[config.mk]
export PLATFORM = sky130hd
export DESIGN_NAME = bus_gnrtr_n_rbtr
export DESIGN_NICKNAME = d
export VERILOG_FILES = /design/src/rtl/bs_pkg.sv /design/src/rtl/bs_rbtr_lane.sv /design/src/rtl/bus_gnrtr_n_rbtr.sv
export SDC_FILE = /design/constraint.sdc
export NUM_CORES = 1
export LEC_CHECK = 0
export ABC_CLOCK_PERIOD_IN_PS = 4030
export BUFFER_PORTS_ARGS = -buffer_cell sky130_fd_sc_hd__buf_2
export CAP_MARGIN = 10
export CORE_ASPECT_RATIO = 0.7
export CORE_MARGIN = 5
export CORE_UTILIZATION = 47
export CTS_CLUSTER_SIZE = 30
export DETAILED_ROUTE_END_ITERATION = 7
export GPL_TIMING_DRIVEN = 0
export PLACE_DENSITY = 0.95
export SYNTH_ARGS = -nofsm -noshare
export SYNTH_HDL_FRONTEND = slang
export SYNTH_SLANG_ARGS = --single-unit
export TNS_END_PERCENT = 100
[constraint.sdc]
create_clock -name clk -period 4.03 [get_ports clk]
set_input_delay 0.2015 -clock clk [delete_from_list [all_inputs] [get_ports clk]]
set_output_delay 0.2015 -clock clk [all_outputs]
set_load 0.01 [all_outputs]
[src/rtl/bs_pkg.sv]
// Shared definitions for the bus generator/arbiter.
//   ID_W       : width of the destination-ID header field
//   lane_st_e  : per-lane arbitration state
//   dest_id()  : extracts the destination ID from the top ID_W bits of a packet
package bs_pkg;

  localparam int unsigned ID_W     = 8;
  localparam int unsigned PCKG_MAX = 1024;

  typedef enum logic [1:0] {IDLE, POP, PUSH} lane_st_e;

  // Packets are passed zero-extended to PCKG_MAX; sz is the real packet width.
  function automatic logic [ID_W-1:0] dest_id(input logic [PCKG_MAX-1:0] pkt,
                                              input int unsigned         sz);
    return pkt[sz-1 -: ID_W];
  endfunction

endpackage

[src/rtl/bs_rbtr_lane.sv]
// One bus lane: round-robin grant, one-cycle pop, packet latch, one-cycle push.
// Macro: BS_BROADCAST_SELF_EN -- when defined, broadcast also pushes to the source.
// Ports:
//   clk, reset : clock, asynchronous active-high reset
//   pndng      : per-node FIFO non-empty
//   D_pop      : per-node FIFO head packet
//   pop        : one-cycle read strobe toward the granted node
//   push       : one-cycle write strobe(s) toward destination node(s)
//   D_push     : packet presented to all nodes of this lane
module bs_rbtr_lane
  import bs_pkg::*;
#(
  parameter int unsigned     drvrs     = 4,
  parameter int unsigned     pckg_sz   = 16,
  parameter logic [ID_W-1:0] broadcast = 8'hFF
) (
  input  logic                            clk,
  input  logic                            reset,
  input  logic [drvrs-1:0]                pndng,
  input  logic [drvrs-1:0][pckg_sz-1:0]   D_pop,
  output logic [drvrs-1:0]                pop,
  output logic [drvrs-1:0]                push,
  output logic [pckg_sz-1:0]              D_push
);

  localparam int unsigned SW = (drvrs > 1) ? $clog2(drvrs) : 1;

  lane_st_e           r_st, w_st_nxt;
  logic [SW-1:0]      r_last, r_src, w_sel;
  logic               w_any;
  int unsigned        w_idx;
  logic [pckg_sz-1:0] r_pkt, r_dpush;
  logic [ID_W-1:0]    w_dst;
  logic               w_ucast, w_bcast, w_dst_ok;

  // Round-robin: first pending node searching upward from the one after r_last.
  always_comb begin
    w_any = 1'b0;
    w_sel = r_last;
    w_idx = 0;
    for (int unsigned i = 1; i <= drvrs; i++) begin
      w_idx = (int'(r_last) + i) % drvrs;
      if (!w_any && pndng[w_idx]) begin
        w_any = 1'b1;
        w_sel = SW'(w_idx);
      end
    end
  end

  assign w_dst    = dest_id(PCKG_MAX'(r_pkt), pckg_sz);
  assign w_ucast  = (int'(w_dst) < drvrs);
  assign w_bcast  = !w_ucast && (w_dst == broadcast);
  assign w_dst_ok = w_ucast || w_bcast;

  always_comb begin
    w_st_nxt = r_st;
    pop      = '0;
    push     = '0;
    unique case (r_st)
      IDLE: if (w_any) w_st_nxt = POP;
      POP: begin
        pop[r_src] = 1'b1;
        w_st_nxt   = PUSH;
      end
      PUSH: begin
        if (w_ucast) begin
          push[w_dst[SW-1:0]] = 1'b1;
        end else if (w_bcast) begin
          push = '1;
`ifdef BS_BROADCAST_SELF_EN
          push[r_src] = 1'b1;
`else
          push[r_src] = 1'b0;
`endif
        end
        w_st_nxt = IDLE;
      end
      default: w_st_nxt = IDLE;
    endcase
  end

  // Latched packet appears on D_push during PUSH; r_dpush keeps the last
  // delivered one so a dropped packet never shows up afterwards.
  assign D_push = (r_st == PUSH && w_dst_ok) ? r_pkt : r_dpush;

  always_ff @(posedge clk or posedge reset) begin
    if (reset) begin
      r_st    <= IDLE;
      r_last  <= SW'(drvrs - 1);
      r_src   <= '0;
      r_pkt   <= '0;
      r_dpush <= '0;
    end else begin
      r_st <= w_st_nxt;
      if (r_st == IDLE && w_any) begin
        r_src  <= w_sel;
        r_last <= w_sel;
      end
      if (r_st == POP) r_pkt <= D_pop[r_src];
      if (r_st == PUSH && w_dst_ok) r_dpush <= r_pkt;
    end
  end

endmodule

[src/rtl/bus_gnrtr_n_rbtr.sv]
// Shared-bus generator and arbiter: `bits` independent lanes of `drvrs` nodes,
// each lane popping one packet at a time and pushing it to its destination.
// Macro: BS_BROADCAST_SELF_EN -- when defined, broadcast also pushes to the source.
// Ports:
//   clk, reset : clock, asynchronous active-high reset
//   pndng      : [bits][drvrs] node FIFO non-empty
//   push       : [bits][drvrs] one-cycle write strobe into node
//   pop        : [bits][drvrs] one-cycle read strobe from node FIFO
//   D_pop      : [pckg_sz][bits][drvrs] node FIFO head packet
//   D_push     : [pckg_sz][bits][drvrs] packet presented to nodes
module bus_gnrtr_n_rbtr
  import bs_pkg::*;
#(
  parameter int unsigned     bits      = 1,
  parameter int unsigned     drvrs     = 4,
  parameter int unsigned     pckg_sz   = 16,
  parameter logic [ID_W-1:0] broadcast = 8'hFF
) (
  input  logic                                   clk,
  input  logic                                   reset,
  input  logic [bits-1:0][drvrs-1:0]             pndng,
  output logic [bits-1:0][drvrs-1:0]             push,
  output logic [bits-1:0][drvrs-1:0]             pop,
  input  logic [pckg_sz-1:0][bits-1:0][drvrs-1:0] D_pop,
  output logic [pckg_sz-1:0][bits-1:0][drvrs-1:0] D_push
);

  logic [bits-1:0][drvrs-1:0][pckg_sz-1:0] w_dpop;
  logic [bits-1:0][pckg_sz-1:0]            w_dpush;

  // External buses are bit-major; lanes want one packet vector per node.
  always_comb begin
    w_dpop = '0;
    for (int unsigned l = 0; l < bits; l++)
      for (int unsigned n = 0; n < drvrs; n++)
        for (int unsigned b = 0; b < pckg_sz; b++)
          w_dpop[l][n][b] = D_pop[b][l][n];
  end

  always_comb begin
    D_push = '0;
    for (int unsigned l = 0; l < bits; l++)
      for (int unsigned n = 0; n < drvrs; n++)
        for (int unsigned b = 0; b < pckg_sz; b++)
          D_push[b][l][n] = w_dpush[l][b];
  end

  for (genvar l = 0; l < bits; l++) begin : g_lane
    bs_rbtr_lane #(
      .drvrs     (drvrs),
      .pckg_sz   (pckg_sz),
      .broadcast (broadcast)
    ) u_lane (
      .clk    (clk),
      .reset  (reset),
      .pndng  (pndng[l]),
      .D_pop  (w_dpop[l]),
      .pop    (pop[l]),
      .push   (push[l]),
      .D_push (w_dpush[l])
    );
  end

endmodule

Yosys cells after proc, flatten, opt, wreduce, memory -nomap -nowiden --
Cells that the tools add are included.
Cells by class: add/sub/neg operators 4, magnitude comparators 9, eq/ne operators 4, mux-type cells 29, bitwise operators 1, reductions and logical operators 14
Operators by type and width (number):
- 16-bit binary-select mux with 2-bit select | 1
- 16-bit two-way mux | 2
- 2-bit by 3-bit < comparator with 1-bit output, second input constant | 6
- 4-bit two-way mux | 4
- 1-bit two-way mux | 10
- 2-bit two-way mux | 5
- 1-bit binary-select mux with 2-bit select | 4
- 8-bit equality test, second input constant | 1
- 1-bit logical AND | 8
- 8-bit by 3-bit < comparator with 1-bit output, second input constant | 1
- 2-bit by 1-bit adder with 2-bit output, second input constant | 2
- 2-bit adder, second input constant | 2
- 1-bit demux with 2-bit select | 2
- 2-bit by 1-bit greater-or-equal comparator with 1-bit output, second input constant | 2
- 1-bit zero test | 4
- 4-bit NOT | 1
- 2-bit case mux with 2 select lines | 1
- 2-bit by 1-bit equality test with 1-bit output, second input constant | 1
- 2-bit equality test, second input constant | 1
- 2-bit zero test | 1
- 2-bit by 1-bit != test with 1-bit output, second input constant | 1
- 1-bit logical OR | 1
Storage, ports and cells: register bits after elaboration 38, bits of input ports 70, output and inout bits 72, word-level logic and storage cells 66

Depth between registers and ports, before layout --
word-level depth 15, mapped depth 6, mapped depth without buffers 4

Hierarchy --
A second synthesis with hierarchy kept.
Unflattened totals: cell total of the unflattened synthesis 197, area, all modules 2402.3 sq um
Modules (own cells, without submodules):
- bs_rbtr_lane | times used 1, cells each 149, area each 2042.0 sq um, sequential area each 953.4 sq um
- bus_gnrtr_n_rbtr | times used 1, cells each 48, area each 360.3 sq um, sequential area each 0.0 sq um

Worst setup path after synthesis --
OpenSTA, ideal clock, no wires.
kind register -> output, start point reg g_lane[0].u_lane.r_pkt[11], end point out D_push[10] (netlist name), data arrival time 1.866 ns, path slack 1.962 ns, stages on the path, launching flop included 7, path buffers 2, cell sequence dfrtp_1 or4_4 nor3_4 o21ai_2 buf_6 mux2_4 buf_4
RTL lines:
- start, declared | RTL line bs_rbtr_lane.sv:32 | logic [pckg_sz-1:0] r_pkt, r_dpush;
- start signal, assigned | RTL line bs_rbtr_lane.sv:99 | if (r_st == POP) r_pkt <= D_pop[r_src];
- end, declared | RTL line bus_gnrtr_n_rbtr.sv:25 | output logic [pckg_sz-1:0][bits-1:0][drvrs-1:0] D_push

==> metrics.md <==
| Metric | Value |
|---|---|
| 1st-pass router iterations | 5 |
| Placed cell areas | 3230 sq um |
| Final #Nets | 418 |
| First-pass GRT wire length | 9580 microns |
| Synthesized instance count | 199 |
| Final Skew | 0.00620 ns |
| CTS tree | yes |
| Crit path max fanout | 10 |
| Initial Utilization | 49.6% |
| Antenna Violating Nets Remaining | 0 |
| Distinct cells, synth | 31 |
| Post-layout minimum cycle time | 2.64 ns |
| Port buffer count | 141 |
| Residual DRC | 0 |
| DIE WIDTH | 95.6 microns |
| Fillers | 377 |
| Via count | 2047 |
| Worst path arrival time | 2.44 ns |
| Num CTS Buffers | 5 |
| CP Cell Sequence | or4_4 > nor3_4 > o21ai_2 > buf_6 > mux2_4 > buf_4 > buf_2 |
| Worst-path clk slew | 0.07 ns |
| Core Region | 4860 sq um |
| CTS Sinks | 38 |
| Final setup TNS | 0 ns |
| Setup crit start kind | flip-flop |
| PD cells | 649 nW/um^2 |
| HP Class | in -> async |
| Most frequent cells in the layout | 143 x buf_2, 48 x buf_4, 36 x dfrtp_1, 16 x mux4_2, 16 x mux2_2 |
| Vias in the first global route | 2041 |
| Synthesized Nets | 269 |
| Yosys reg bits | 38 |
| Initial antenna violation count | 0 |
| R2r startpoint | g_lane[0].u_lane.r_pkt[11]$_DFFE_PP0P_ |
| Final setup fails | 0 |
| CP startpoint | g_lane[0].u_lane.r_pkt[11]$_DFFE_PP0P_ |
| Worst-Skew Late Latency | 0.28 ns |
| Largest net degree at the start of global routing | 23 |
| Worst path slowest cell | or4_4 |
| Cts hold-fix bufs | 0 |
| IO Pins | 142 |
| Max-slew violation count | 0 |
| Clk root buf | clkbuf_8 |
| Row cnt | 21 |
| Area Growth Syn to Fin | 37.8% |
| Total GRT Usage | 18.3% |
| Leakage | 1.92 nW |
| Worst setup path class | reg -> out |
| Routed length per instance | 14.8 microns |
| Register area share after synthesis | 39.6% |
| Slew HR | 51.1% |
| Synthesized area | 2410 sq um |
| FMAX | 379 MHz |
| Routed WL | 6190 microns |
| Tcrit/Tclk final | 65.4% |
| Place WS | 1.71 ns |
| Detailed Place HPWL | 5150 microns |
| Crit end category | output port |
| Diode count | 0 |
| CP required | 3.83 ns |
| Tightest Pin Transition | 0.733 ns |
| GRT Residual Overflow | 0 |
| Most common cell after layout, fill and taps aside | buf_2 |
| Layout cells sized above 1 | 70.8% |
| H-tree depth | 2 |
| CTS Buffer Depth | 2 |
| Iter 0 DRT Violations | 34 |
| Routability cong. | 0.799 |
| Final setup margin | 1.39 ns |
| EDFF count, synth | 0 |
| Unrepaired setup endpoints after global routing | no |
| CP bufs+invs | 3 |
| Max IR drop VDD | 0.000228 V |
| Postcts setup bufs | 0 |
| Async SR Flop Fraction | 100% |
| PostCTS Resize Cnt | 0 |
| Ys Warns | 0 |
| Max cap viols | 0 |
| Status | finished clean |
| Endpoints failing hold | 0 |
| Delay-heaviest family, CP | simple AND/OR/NAND/NOR gates |
| Prevailing post-synth register cell | dfrtp_1 |
| Syn Area/Cell | 12.1 sq um |
| Via/cell ratio | 4.90 |
| Post-layout instance area | 3320 sq um |
| Die Ht | 69.9 microns |
| Critical path's largest stage delay | 0.55 ns |
| Die area | 6680 sq um |
-- cells in the mapped netlist, types with 4 or more instances --
cell | instances | share of area [%]
a21o_1 | 6 | 1.9
a21oi_1 | 5 | 1.0
buf_4 | 48 | 15
clkbuf_1 | 8 | 1.2
dfrtp_1 | 36 | 37
inv_1 | 7 | 1.1
mux2_2 | 16 | 7.5
mux2_4 | 10 | 6.2
mux4_2 | 16 | 15
nand2_1 | 7 | 1.1
nand2b_1 | 4 | 1.0
nor2_1 | 7 | 1.1
-- layout make-up --
cell class | count | area, sq um | share of cell area (%)
repair buffers | 142 | 733 | 22.1
plain buffers | 59 | 412 | 12.4
flip-flops and latches | 38 | 953 | 28.7
multi-input cells | 95 | 1020 | 30.7
well taps | 69 | 86.3 | 2.60
clock inverters | 1 | 5.00 | 0.151
inverters | 7 | 26.3 | 0.791
clock buffers | 7 | 86.3 | 2.60
-- final timing paths --
kind | cells past startpoint | endpoint | slack [ns]
setup / recovery | 7 | D_push[18] | 1.39
hold / removal | 2 | g_lane[0].u_lane.r_pkt[11]$_DFFE_PP0P_ | 0.04
setup reg to reg | 5 | g_lane[0].u_lane.r_dpush[6]$_DFF_PP0_ | 2.02
hold reg to reg | 1 | g_lane[0].u_lane.r_pkt[1]$_DFFE_PP0P_ | 0.51
max in group asynchronous | 3 | g_lane[0].u_lane.r_last[0]$_DFFE_PP1P_ | 3.36
min in group clk | 4 | g_lane[0].u_lane.r_pkt[8]$_DFFE_PP0P_ | 0.35
-- state kept, by name, indices dropped and copies added (netlist names) --
name	count
g_lane.u_lane.r_dpush	16
g_lane.u_lane.r_pkt	16
g_lane.u_lane.r_last	2
g_lane.u_lane.r_src	2
g_lane.u_lane.r_st	2
-- per-stage QoR --
stage	total power (W)	utilization (%)	std cells	hold WS, ns
final	0.00216	68.3	418	0.0416
after global placement	0.00186	65.9	409	0.487
after floorplan	0.00154	-	199	0.392
after CTS	0.00218	68.3	418	0.0627
after global routing	0.00231	68.3	418	0.0996
after detailed placement	0.00191	66.4	410	0.365
-- per-layer routing --
layer | wire (microns) | part of all wire (%) | global-route usage, % | up-vias
li1 | - | - | - | 959
met2 | 2960 | 48 | 30.7 | 125
met4 | 152 | 2.5 | 5.99 | 0
met5 | 0 | 0 | 0 | -
met1 | 2450 | 40 | 23.0 | 948
met3 | 625 | 10 | 4.18 | 15
-- report_power, final --
part	switching, W	internal, W	total, W	leakage (nW)
Sequential	0.000102	0.000548	0.000650	0.476
Clock	0.000124	0.000138	0.000262	0.0482
Combinational	0.000559	0.000685	0.00124	1.40
-- logic make-up (layout without fill, tap and decap cells) --
| logic type | after synthesis | after routing | share of synthesized area [%] |
|---|---|---|---|
| buffers and inverters | 66 | 216 | 18.2 |
| DFF | 38 | 38 | 39.6 |
| AOI/OAI and AO/OA | 22 | 22 | 6.33 |
| and+or+nand+nor | 30 | 30 | 6.85 |
| muxes | 43 | 43 | 29.1 |
Note: power is estimated with default switching activity, not from simulation.
